[config.mk]
export PLATFORM = sky130hd
export DESIGN_NAME = seq_det_param_flat
export DESIGN_NICKNAME = d
export VERILOG_FILES = /design/src/rtl/seq_det_param_if.sv /design/src/rtl/seq_det_param.sv /design/src/flat_wrapper.sv
export SDC_FILE = /design/constraint.sdc
export NUM_CORES = 1
export LEC_CHECK = 0
export BUFFER_PORTS_ARGS = -buffer_cell sky130_fd_sc_hd__buf_4
export CAP_MARGIN = 40
export CORE_MARGIN = 5
export CORE_UTILIZATION = 50
export DETAILED_ROUTE_END_ITERATION = 7
export PLACE_DENSITY = 0.75
export SLEW_MARGIN = 10
export SYNTH_ARGS = -nofsm -noshare
export SYNTH_HDL_FRONTEND = slang
export SYNTH_SLANG_ARGS = --single-unit
[constraint.sdc]
create_clock -name clk -period 1.85 [get_ports clk]
set_clock_uncertainty 0.15 [all_clocks]
set_input_delay 0.185 -clock clk [delete_from_list [all_inputs] [get_ports clk]]
set_output_delay 0.185 -clock clk [all_outputs]
set_load 0.01 [all_outputs]
[src/rtl/seq_det_param_if.sv]
// Serial-stream bus of the parametrised pattern detector.
// Stream qualification: x is consumed on a rising clock edge only when en=1.
// pat_load takes priority over en. There is no back-pressure, because the
// detector accepts a bit on every enabled cycle. y, match_cnt and cnt_sat are
// status outputs and are valid on every cycle.
interface seq_det_param_if #(
   parameter int PAT_W = 3,
   parameter int CNT_W = 8
);
   logic             en;
   logic             x;
   logic             pat_load;
   logic [PAT_W-1:0] pat_in;
   logic             y;
   logic [CNT_W-1:0] match_cnt;
   logic             cnt_sat;

   modport master (
      output en, x, pat_load, pat_in,
      input  y, match_cnt, cnt_sat
   );

   modport slave (
      input  en, x, pat_load, pat_in,
      output y, match_cnt, cnt_sat
   );
endinterface

[src/rtl/seq_det_param.sv]
// Parametrised serial pattern detector with a reloadable pattern.
// The window holds the last PAT_W-1 accepted bits, and the bit on x completes it.
// r_fill counts the fresh bits collected since the last restart and saturates
// at PAT_W-1. A match is only possible once the window is full.
module seq_det_param #(
   parameter int               PAT_W   = 3,
   parameter logic [PAT_W-1:0] PATTERN = 3'b101,
   parameter bit               OVERLAP = 1'b1,
   parameter bit               MOORE   = 1'b0,
   parameter int               CNT_W   = 8
) (
   input logic             clk,
   input logic             rst,
   seq_det_param_if.slave  bus
);
   localparam int                FILL_W   = $clog2(PAT_W);
   localparam logic [FILL_W-1:0] FILL_MAX = FILL_W'(PAT_W - 1);

   logic [PAT_W-2:0]  r_hist;
   logic [FILL_W-1:0] r_fill;
   logic [PAT_W-1:0]  r_pat;
   logic [CNT_W-1:0]  r_cnt;

   logic [PAT_W-1:0]  w_win;
   logic              w_match;
   logic              w_sat;

   // Form the candidate window from the history plus the incoming bit, and test it.
   always_comb begin
      w_win   = {r_hist, bus.x};
      w_sat   = &r_cnt;
      w_match = bus.en & ~bus.pat_load & (r_fill == FILL_MAX) & (w_win == r_pat);
   end

   // Update the pattern, history, fill and counter. A load wins over a data bit.
   always_ff @(posedge clk or negedge rst) begin
      if (!rst) begin
         r_hist <= '0;
         r_fill <= '0;
         r_pat  <= PATTERN;
         r_cnt  <= '0;
      end else if (bus.pat_load) begin
         r_pat  <= bus.pat_in;
         r_hist <= '0;
         r_fill <= '0;
      end else if (bus.en) begin
         r_hist <= w_win[PAT_W-2:0];
         if (w_match && !OVERLAP) begin
            r_fill <= '0;
         end else if (r_fill != FILL_MAX) begin
            r_fill <= r_fill + 1'b1;
         end
         if (w_match && !w_sat) begin
            r_cnt <= r_cnt + 1'b1;
         end
      end
   end

   generate
      if (MOORE) begin : g_moore
         logic r_yq;

         // Registered match flag. It advances only on enabled cycles, so it
         // holds its value across gaps where en=0.
         always_ff @(posedge clk or negedge rst) begin
            if (!rst) begin
               r_yq <= 1'b0;
            end else if (bus.pat_load) begin
               r_yq <= 1'b0;
            end else if (bus.en) begin
               r_yq <= w_match;
            end
         end

         assign bus.y = r_yq;
      end else begin : g_mealy
         assign bus.y = w_match;
      end
   endgenerate

   assign bus.match_cnt = r_cnt;
   assign bus.cnt_sat   = w_sat;
endmodule
[src/flat_wrapper.sv]
// flat-port wrapper written by rule: the top's interface ports become plain ports
module seq_det_param_flat 
#(
   parameter int               PAT_W   = 3,
   parameter logic [PAT_W-1:0] PATTERN = 3'b101,
   parameter bit               OVERLAP = 1'b1,
   parameter bit               MOORE   = 1'b0,
   parameter int               CNT_W   = 8
)
  (clk, rst, bus_en, bus_x, bus_pat_load, bus_pat_in, bus_y, bus_match_cnt, bus_cnt_sat);
  seq_det_param_if #(.PAT_W(PAT_W), .CNT_W(CNT_W)) bus_i ();
  input logic clk;
  input logic rst;
  input wire logic [$bits(bus_i.en)-1:0] bus_en;
  input wire logic [$bits(bus_i.x)-1:0] bus_x;
  input wire logic [$bits(bus_i.pat_load)-1:0] bus_pat_load;
  input wire logic [$bits(bus_i.pat_in)-1:0] bus_pat_in;
  output wire logic [$bits(bus_i.y)-1:0] bus_y;
  output wire logic [$bits(bus_i.match_cnt)-1:0] bus_match_cnt;
  output wire logic [$bits(bus_i.cnt_sat)-1:0] bus_cnt_sat;
  assign bus_i.en = bus_en;
  assign bus_i.x = bus_x;
  assign bus_i.pat_load = bus_pat_load;
  assign bus_i.pat_in = bus_pat_in;
  assign bus_y = bus_i.y;
  assign bus_match_cnt = bus_i.match_cnt;
  assign bus_cnt_sat = bus_i.cnt_sat;
  seq_det_param #(.PAT_W(PAT_W), .PATTERN(PATTERN), .OVERLAP(OVERLAP), .MOORE(MOORE), .CNT_W(CNT_W)) u_core (.clk(clk), .rst(rst), .bus(bus_i));
endmodule
==> metrics.md <==
| Metric | Value |
|---|---|
| Status | `completed` |
| Part of the cycle the worst path needs | `0.960` |
| 1st-pass router iterations | `4` |
| Worst Path Required | `~1900 ps` |
| Grt total ovfl | `0` |
| Core box area | `1470 um^2` |
| Final ANT Viol Nets | `0` |
| Largest stage delay, worst path | `390 ps` |
| Area share of the largest cell type after synthesis | `0.427` |
| Max H-tree Level | `1` |
| Total power divided by cell area | `~650 nW/um^2` |
| Via count | `between 500 and 600` |
| DP HPWL | `approximately 1000 um` |
| Post-synth top area cell | `dfrtp_1` |
| Critical Path Start | `u_core.r_fill[0]$_DFFE_PN0P_` |
| Wirelength per Cell | `between 10 and 15 um` |
| GRT Overall Usage | `0.126` |
| Fin area | `~1000 um^2` |
| I/O pin count | `18` |
| CP arrival | `between 1500 and 2000 ps` |
| # rows | `14` |
| Reg-to-reg setup timing slack | `70 ps` |
| Diode count | `0` |
| Buf/Inv on CP | `1` |
| Largest net degree at the start of global routing | `16` |
| Initial antenna violation count | `0` |
| CTS Sinks | `15` |
| CTS Buffer Depth | `2` |
| Launch point of the worst reg-to-reg path | `u_core.r_fill[0]$_DFFE_PN0P_` |
| Seq cells post-synth | `15` |
| Library cells used by synthesis | `21` |
| Area of the mapped netlist | `between 700 and 800 um^2` |
| Largest family of logic cells by synthesized area | `simple AND/OR/NAND/NOR gates` |
| Int Power | `~0.00049 W` |
| RSZ-0062 raised after global routing | `true` |
| Register share of total power | `0.566` |
| Crit-path max FO | `8` |
| Final hold violations | `0` |
| Post-placement cell area | `between 900 and 1000 um^2` |
| Synth Area in XOR/XNOR | `0.115` |
| Vias in the first global route | `around 580` |
| Drt first-iter violations | `11` |
| CTS root buf | `clkbuf_4` |
| First-pass GRT wire length | `~2400 um` |
| Post-Synthesis Cells | `62` |
| Crit Path Class | `reg -> reg` |
| Layout cell share with drive strength beyond 1 | `0.438` |
| Critical path launch point type | `flop` |
| Mux cell area share after synthesis | `0.100` |
| Critical path capture point type | `flop` |
| Seq/Total Area, Yosys | `0.496` |
| Die height | `between 40 and 50 um` |
| Starting density of the core | `0.518` |
| CTS tree | `done` |
| Combinational group share of total power | `0.150` |
| P_sw | `approximately 0.00016 W` |
| Slew Limit Fails | `0` |
| Final WL | `1310 um` |
| Final setup vio count | `0` |
| Critical-path cell list | `inv_2 -> ha_1 -> and3b_2 -> nand4_4 -> nor2_1 -> mux2_2` |
| Post-synth EDFFs | `0` |
| Max IR drop VDD | `504 uV` |
| Fin crit period | `1780 ps` |
| Synth Area in Simple Gates | `0.210` |
| Nets | `100` |
| Clock Pin Slew Worst Setup and Hold Paths | `roughly 90 ps` |
| Area grow syn2layout | `30.7%` |
| WHS | `between 30 and 40 ps` |
| Tot Pwr | `~0.00065 W` |
| Syn_nets | `between 70 and 80` |
| Setup Buffers After CTS | `0` |
| Asr flop ratio synth | `1.00` |
| Warnings from Yosys | `0` |
| Top_reg_cell synth | `dfrtp_1` |
| Reg2reg end | `u_core.bus.match_cnt[1]$_DFFE_PN0P_` |
| Top cells by area, synth | `dfrtp_1 43%, mux2_2 7.4%, dfstp_2 6.9%` |
| CTS buffer count | `3` |
| Worst-margin pin slew | `between 200 and 300 ps` |
| Slew HR | `0.823` |
| Clk network pwr share | `0.284` |
| Synth Area in Compound Gates | `0.00657` |
| Routability cong. | `0.709` |
| Top cell types by occurrence after synthesis | `13 x dfrtp_1, 7 x nor2_1, 6 x xor2_1` |
| Vias per cell | `between 4 and 5` |
| Worst Reg-to-Reg Cells | `6` |
| Critical Path End | `u_core.bus.match_cnt[1]$_DFFE_PN0P_` |
| Chip width | `~50 um` |
| Switch share | `0.253` |
| Leakage power | `about 0.52 nW` |
| Top-count cell post-synth | `dfrtp_1` |
| Slowest cell on crit path | `dfrtp_1` |
| Cell family with most CP delay | `simple AND/OR/NAND/NOR gates` |
| Adder-Cell Fraction of Synth Area | `0.0328` |
| Total of max-cap violations | `0` |
| Clk_lat worst skew | `280 ps` |
| Syn Area/Cell | `around 12 um^2` |
| Setup WS post-layout | `74.1 ps` |
| IO buf count | `17` |
| Die area | `approximately 2400 um^2` |
| DRC viols | `0` |
| FMAX | `roughly 560 MHz` |
| Worst slack at placement | `67.2 ps` |
| Min-delay worst type | `in -> reg` |
| CP Depth | `6` |
[power groups by stage]
stage,Clock (W),Combinational (W),Sequential (W)
global route,0.000209,0.000110,0.000370
detailed placement,0,0.0000889,0.000373
global placement,0,0.0000872,0.000372
floorplan,0,0.0000519,0.000373
finish,0.000184,0.0000976,0.000367
CTS,0.000192,0.0000979,0.000367
[placed cells by master (no fill, tap or decap)]
cell type       instances
xnor2_1                 4
dfstp_2                 2
mux2i_1                 2
nand2_1                 3
nand3_1                 2
nor4b_2                 1
nor4_2                  2
dfrtp_1                13
clkbuf_4                3
nor2_1                  7
dlygate4sd3_1           4
nand4_4                 1
and4_2                  1
nor3b_1                 1
and3b_2                 1
nor3_1                  1
nand2b_1                2
ha_1                    2
mux2_2                  5
xor2_1                  6
and4_1                  1
clkinv_2                1
inv_2                   2
buf_6                   1
a21oi_1                 1
buf_4                  19
dlymetal6s4s_1          1
[layout make-up]
class | count | area [um^2]
multi-input cells | 43 | 357
well taps | 16 | 20.0
flip-flops and latches | 15 | 378
clock buffers | 3 | 22.5
fillers | 130 | 475
inverters | 2 | 7.51
repair buffers | 25 | 206
clock inverters | 1 | 5.00
[state kept, by name, indices dropped and copies added (netlist names)]
| name | count |
|---|---|
| u_core.r_pat | 3 |
| u_core.r_fill | 2 |
| u_core.r_hist | 2 |
| u_core.bus.match_cnt | 8 |
[worst reg2reg max path, delay by kind of cell, from the launching register on]
family	cells	cell delay, ps
adders and majority gates	1	150
buffers and inverters	1	60
DFF	1	390
muxes	1	350
and+or+nand+nor	3	570
[logic make-up after synthesis]
kind of cell    after synthesis
flops                        15
buf+inv                       4
xor+xnor                     10
compound gates                1
mux                           7
fa+ha+maj                     2
simple gates                 23
[per-layer routing]
metal / wire length (um) / track usage / part of all wire
met1: 624 / 0.148 / 0.48
met2: 632 / 0.213 / 0.48
met3: 54 / 0.0336 / 0.041
met4: 0 / 0.0538 / 0
met5: 0 / 0 / 0
[what timing repair did]
item	CTS	global route
hold endpoints to repair	22	0
gates resized for setup	0	6
hold buffers	5	0
endpoints found under the setup margin	0	3
[worst min-delay path by stage]
stage / startpoint / end / slack [ps] / cells after the start
5_1_grt: bus_en / u_core.r_hist[1]$_DFFE_PN0P_ / 50 / 3
6_report: bus_x / u_core.r_hist[0]$_DFFE_PN0P_ / 30 / 3
3_5_place_dp: rst / u_core.r_hist[0]$_DFFE_PN0P_ / -100 / 1
3_3_place_gp: rst / u_core.r_hist[0]$_DFFE_PN0P_ / -100 / 1
2_1_floorplan: rst / u_core.bus.match_cnt[0]$_DFFE_PN0P_ / -260 / 0
4_1_cts: bus_x / u_core.r_hist[0]$_DFFE_PN0P_ / 30 / 3
[through the flow]
stage / std cells / setup TNS (ps) / util
6_report: 105 / 0 / 0.677
5_1_grt: 105 / -10.2 / 0.677
3_3_place_gp: 96 / 0 / 0.618
2_1_floorplan: 62 / 0 / -
3_5_place_dp: 96 / 0 / 0.618
4_1_cts: 105 / 0 / 0.671
No activity file was read; power rests on OpenSTA's default activity.
